===== src/rtl/regfile_wb_arbiter.sv =====
// Register-file writeback arbiter with a per-register pending-write scoreboard.
// Define RR_ARB_EN for round-robin arbitration; the default build uses fixed priority.
module regfile_wb_arbiter #(
    parameter int NREQ = 3,
    parameter int DW   = 32,
    parameter int AW   = 5
) (
    input  logic             clk,
    input  logic             rst_n,
    input  logic [NREQ-1:0]    reqValid,
    input  logic [NREQ*AW-1:0] reqAddr,
    input  logic [NREQ*DW-1:0] reqData,
    output logic [NREQ-1:0]    reqReady,
    input  logic             reserveValid,
    input  logic [AW-1:0]    reserveAddr,
    input  logic [AW-1:0]    checkAddr1,
    input  logic [AW-1:0]    checkAddr2,
    output logic             hazard,
    output logic             regWrite,
    output logic [AW-1:0]    writeRegister,
    output logic [DW-1:0]    writeData,
    output logic             sbOverflow,
    output logic             sbUnderflow
);
    localparam int NREG = 1 << AW;
    localparam int PW   = (NREQ > 1) ? $clog2(NREQ) : 1;

    logic [PW-1:0]   win_idx_s;
    logic            win_found_s;
    logic [NREQ-1:0] grant_s;
    logic [AW-1:0]   win_addr_s;
    logic [DW-1:0]   win_data_s;

    logic            reg_write_q, reg_write_d;
    logic [AW-1:0]   write_register_q, write_register_d;
    logic [DW-1:0]   write_data_q, write_data_d;
    logic            sb_overflow_q, sb_overflow_d;
    logic            sb_underflow_q, sb_underflow_d;
    logic [2:0]      cnt_q [NREG];
    logic [2:0]      cnt_d [NREG];
    logic            inc_s, dec_s;

`ifdef RR_ARB_EN
    logic [PW-1:0] ptr_q, ptr_d;

    // Round-robin search; walking backwards lets the nearest index after ptr win
    always_comb begin
        win_idx_s   = '0;
        win_found_s = 1'b0;
        for (int k = NREQ; k >= 1; k--) begin
            if (reqValid[PW'((int'(ptr_q) + k) % NREQ)]) begin
                win_idx_s   = PW'((int'(ptr_q) + k) % NREQ);
                win_found_s = 1'b1;
            end else begin
                win_found_s = win_found_s;
            end
        end
    end

    // Pointer moves to the winner only when a transfer happens
    always_comb begin
        if (win_found_s) begin
            ptr_d = win_idx_s;
        end else begin
            ptr_d = ptr_q;
        end
    end

    // Pointer register; reset value makes index 0 the first one served
    always_ff @(posedge clk or negedge rst_n) begin
        if (!rst_n) begin
            ptr_q <= PW'(NREQ - 1);
        end else begin
            ptr_q <= ptr_d;
        end
    end
`else
    // Fixed priority: lowest valid index wins
    always_comb begin
        win_idx_s   = '0;
        win_found_s = 1'b0;
        for (int i = NREQ - 1; i >= 0; i--) begin
            if (reqValid[PW'(i)]) begin
                win_idx_s   = PW'(i);
                win_found_s = 1'b1;
            end else begin
                win_found_s = win_found_s;
            end
        end
    end
`endif

    // One-hot grant and winner payload select
    always_comb begin
        grant_s = '0;
        if (win_found_s) begin
            grant_s[win_idx_s] = 1'b1;
        end else begin
            grant_s = '0;
        end
        win_addr_s = reqAddr[win_idx_s*AW +: AW];
        win_data_s = reqData[win_idx_s*DW +: DW];
    end

    // Write stage next state; address 0 is accepted but never written
    always_comb begin
        reg_write_d = win_found_s && (win_addr_s != '0);
        if (win_found_s) begin
            write_register_d = win_addr_s;
            write_data_d     = win_data_s;
        end else begin
            write_register_d = write_register_q;
            write_data_d     = write_data_q;
        end
    end

    // Scoreboard next state; the retire comes from the live write stage
    always_comb begin
        cnt_d          = cnt_q;
        sb_overflow_d  = sb_overflow_q;
        sb_underflow_d = sb_underflow_q;
        inc_s          = 1'b0;
        dec_s          = 1'b0;
        for (int r = 1; r < NREG; r++) begin
            inc_s = reserveValid && (reserveAddr == AW'(r));
            dec_s = reg_write_q && (write_register_q == AW'(r));
            case ({inc_s, dec_s})
                2'b10: begin
                    if (cnt_q[AW'(r)] == 3'd7) begin
                        sb_overflow_d = 1'b1;
                    end else begin
                        cnt_d[AW'(r)] = cnt_q[AW'(r)] + 3'd1;
                    end
                end
                2'b01: begin
                    if (cnt_q[AW'(r)] == 3'd0) begin
                        sb_underflow_d = 1'b1;
                    end else begin
                        cnt_d[AW'(r)] = cnt_q[AW'(r)] - 3'd1;
                    end
                end
                default: cnt_d[AW'(r)] = cnt_q[AW'(r)];
            endcase
        end
    end

    // State registers; reset discards any in-flight write without retiring it
    always_ff @(posedge clk or negedge rst_n) begin
        if (!rst_n) begin
            reg_write_q      <= 1'b0;
            write_register_q <= '0;
            write_data_q     <= '0;
            sb_overflow_q    <= 1'b0;
            sb_underflow_q   <= 1'b0;
            for (int r = 0; r < NREG; r++) begin
                cnt_q[r] <= 3'd0;
            end
        end else begin
            reg_write_q      <= reg_write_d;
            write_register_q <= write_register_d;
            write_data_q     <= write_data_d;
            sb_overflow_q    <= sb_overflow_d;
            sb_underflow_q   <= sb_underflow_d;
            cnt_q            <= cnt_d;
        end
    end

    assign reqReady      = grant_s;
    assign hazard        = (cnt_q[checkAddr1] != 3'd0) || (cnt_q[checkAddr2] != 3'd0);
    assign regWrite      = reg_write_q;
    assign writeRegister = write_register_q;
    assign writeData     = write_data_q;
    assign sbOverflow    = sb_overflow_q;
    assign sbUnderflow   = sb_underflow_q;

endmodule


===== config.mk =====
export PLATFORM = sky130hd
export DESIGN_NAME = regfile_wb_arbiter
export DESIGN_NICKNAME = d
export VERILOG_FILES = /design/src/rtl/regfile_wb_arbiter.sv
export SDC_FILE = /design/constraint.sdc
export NUM_CORES = 1
export LEC_CHECK = 0
export BUFFER_PORTS_ARGS = -buffer_cell sky130_fd_sc_hd__clkbuf_2
export CAP_MARGIN = 20
export CORE_MARGIN = 3
export CORE_UTILIZATION = 55
export DETAILED_ROUTE_END_ITERATION = 8
export PLACE_DENSITY_LB_ADDON = 0.08
export SLEW_MARGIN = 20
export SYNTH_ARGS = -nofsm -noshare
export SYNTH_HDL_FRONTEND = slang
export SYNTH_SLANG_ARGS = --single-unit

===== constraint.sdc =====
create_clock -name clk -period 7.35 [get_ports clk]
set_input_delay 1.47 -clock clk [delete_from_list [all_inputs] [get_ports clk]]
set_output_delay 1.47 -clock clk [all_outputs]
set_load 0.05 [all_outputs]

==> results.toml <==
[outcome]
status = "finished, final reports clean"

[detailed_routing]
post_drt_wl_per_cell_um = 17.6
drtPass1Iterations = 6
finalWirelength_mm = 16.3
post_drt_via_cell_ratio = 6.25
drc = 0
drt_iter0_drc = 572
ant_nets = 0
vias = 5763

[grt]
grt_pass1_wl_mm = 27.1
first_global_vias = 5743
antenna_found_initial = 0
met3_usage = 0.0522
grt_max_degree = 46
grt-busiest-layer = "met2"
grt_overflow = 0
grt_usage = 0.262
met2_usage = 0.435
grt_use_met1 = 0.341

[logic_synthesis]
synth.ff_latch_count = 85
ys_types = 70
syn_inst = 676
synth_edf_count = 0
synth_top_area_frac = 0.348
yosysSeqAreaShare = 0.348
syn_area_per_cell_sq_um = 9.04
syn_area_sq_um = 6110
yosysWarnings = 0
synth-main-ff-cell = "dfrtp_1"
async_flop_share = 1.00
synthTopCellsByArea = "dfrtp_1 35%, mux2_2 7.0%, fa_1 4.9%, nand2_1 3.5%, a21oi_1 3.4%"
syn_nets = 829
synth_area_leader_cell = "dfrtp_1"

[pwr]
p_clk_frac = 0.229
swShare = 0.394
power_frac_comb = 0.325
pwr_density_cell_nw_per_um2 = 211
peakVddDrop_mv = 0.163
seqPwrFrac = 0.446
intPower_mw = 0.894
net-switching-power_mw = 0.582
leakagePower_nw = 2.93

[placed_design]
port_buffers = 136
dp.cells = 907
dpl.hpwl_mm = 12.5
gp_congestion = 0.885
placed_area_sq_um = 6810

[cells_and_area]
register_area_sq_um = 2130
area_growth_pct = 14.6
final_common_cell = "clkbuf_2"
layout_common_cells = "135 x clkbuf_2, 85 x dfrtp_1, 57 x nand2_1"
nets = 935
multi_input_area_sq_um = 3640
stdcell_area_sq_um = 7000
stdcell_count = 922
n_fill_cell = 867
n_antenna_cell = 0
drive_above_1_share = 0.276

[flow_run]
max_cap_violations = 0

[hold_path]
worstHoldPathType = "reg -> reg"

[clock_network]
post_cts_buffers = 0
cts.root.buffer_cell = "clkbuf_8"
post_cts_resized = 0
hold_buffers = 0
cts_max_level = 3
cts_buffers = 9
cts_tree = "built"
clkLatencyLatePin_ns = 0.37
clockBufferDepth = 2
clk_pin_slew_ns = 0.09
clock-sinks = 85

[critical_path]
cp_slowest_cell = "or4_1"
path_cells = "clkbuf_2 -> nor4_1 -> a21oi_1 -> a211oi_1 -> nor4_1 -> or4_1 -> clkbuf_2"
path_buf_inv = 2
cp.arrival_ns = 3.15
cp_slowest_stage_delay_ns = 0.49
cp-start-kind = "primary input"
critPathMaxFanout = 11
crit_required_ns = 5.88
critPathKind = "in -> out"
end_kind = "primary output"
crit_family = "simple AND/OR/NAND/NOR gates"

[sta]
fmax_mhz = 217
hold_viol_final = 0
fin_skew_ns = 0.0129
fin_setup_tns_ns = 0
worst_pin_slew_ns = 0.970
setup_viol = 0
rsz0062_at_grt = "no"
fin_crit_sh = 0.628
whs_ns = 0.492
slew_headroom = 0.352
slew_viol_final = 0
period_needed_ns = 4.62

[die]
initial_core_util = 0.579
die_y_um = 111
die_w_um = 111
rows = 37
dieArea_sq_um = 12400
ios = 176
coreArea_sq_um = 10600
-- final cells by class --
class                   count  share of cell area
clock buffers              11              0.0202
clock inverters             4             0.00697
inverters                  48              0.0257
multi-input cells         500               0.519
flip-flops and latches     85               0.304
well taps                 136              0.0243
repair buffers            138              0.0997
-- logic make-up (layout without fill, tap and decap cells) --
family,count (synthesis),in the layout,share of synthesized area
XOR/XNOR,12,12,0.0172
AND/OR/NAND/NOR,242,242,0.220
flip-flops,85,85,0.348
multiplexers,41,41,0.0749
adder cells (fa/ha/maj),21,21,0.0614
buffers and inverters,91,201,0.0583
AO/OA/AOI/OAI,183,183,0.220
other,1,1,0.000613
-- path summary, 6_finish.rpt --
| kind | depth (start not counted) | start | slack [ns] | endpoint |
|---|---|---|---|---|
| worst max-delay path | 7 | checkAddr1[1] | 2.73 | hazard |
| worst min-delay path | 1 | cnt_q[56] | 0.49 | cnt_q[56] |
| worst max register to register | 8 | writeRegister[4] | 4.18 | cnt_q[65] |
| worst min register to register | 1 | cnt_q[56] | 0.49 | cnt_q[56] |
| max in group asynchronous | 2 | rst_n | 5.26 | cnt_q[48] |
| min in group asynchronous | 1 | rst_n | 1.09 | cnt_q[69] |
-- power by group through the flow --
stage | registers [mW] | clock network [mW] | logic [mW]
2_1_floorplan | 0.681 | 0 | 0.312
3_3_place_gp | 0.661 | 0 | 0.452
3_5_place_dp | 0.663 | 0 | 0.474
4_1_cts | 0.655 | 0.343 | 0.477
5_1_grt | 0.673 | 0.358 | 0.528
6_report | 0.658 | 0.338 | 0.480
-- Yosys cell counts, drive strengths merged, types with 4 or more instances --
cell,number
nand4,6
dfrtp,85
clkbuf,31
xor2,6
o211ai,9
nand3,19
nor4b,4
nor4,15
a2111oi,9
or3,12
o41ai,4
a31oi,6
nor2,44
and4bb,4
and4,5
fa,15
a22o,10
inv,48
a211oi,37
a221oi,5
nor3,24
nand3b,5
o21ai,20
nand2,57
xnor2,6
nand2b,7
and2,5
nor2b,12
mux2,38
buf,12
o22ai,8
ha,6
a21oi,42
nor3b,6
a22oi,8
-- layer usage --
metal,wire length [um],vias to the layer above
li1,-,2703
met1,6780,2743
met2,7880,281
met3,1250,36
met4,349,0
met5,0,-
-- flip-flops by register name (all words and copies together), names as in the netlist --
register	flops
cnt_q	45
regWrite	1
sbOverflow	1
sbUnderflow	1
writeData	32
writeRegister	5
-- through the flow --
stage                     worst slack (ns)  utilization  power [mW]
after floorplan                       2.70            -       0.993
after global placement                2.76        0.645        1.11
after detailed placement              2.75        0.645        1.14
after CTS                             2.75        0.663        1.47
after global routing                  2.57        0.663        1.56
final                                 2.73        0.663        1.48
Note: power is estimated with default switching activity, not from simulation.
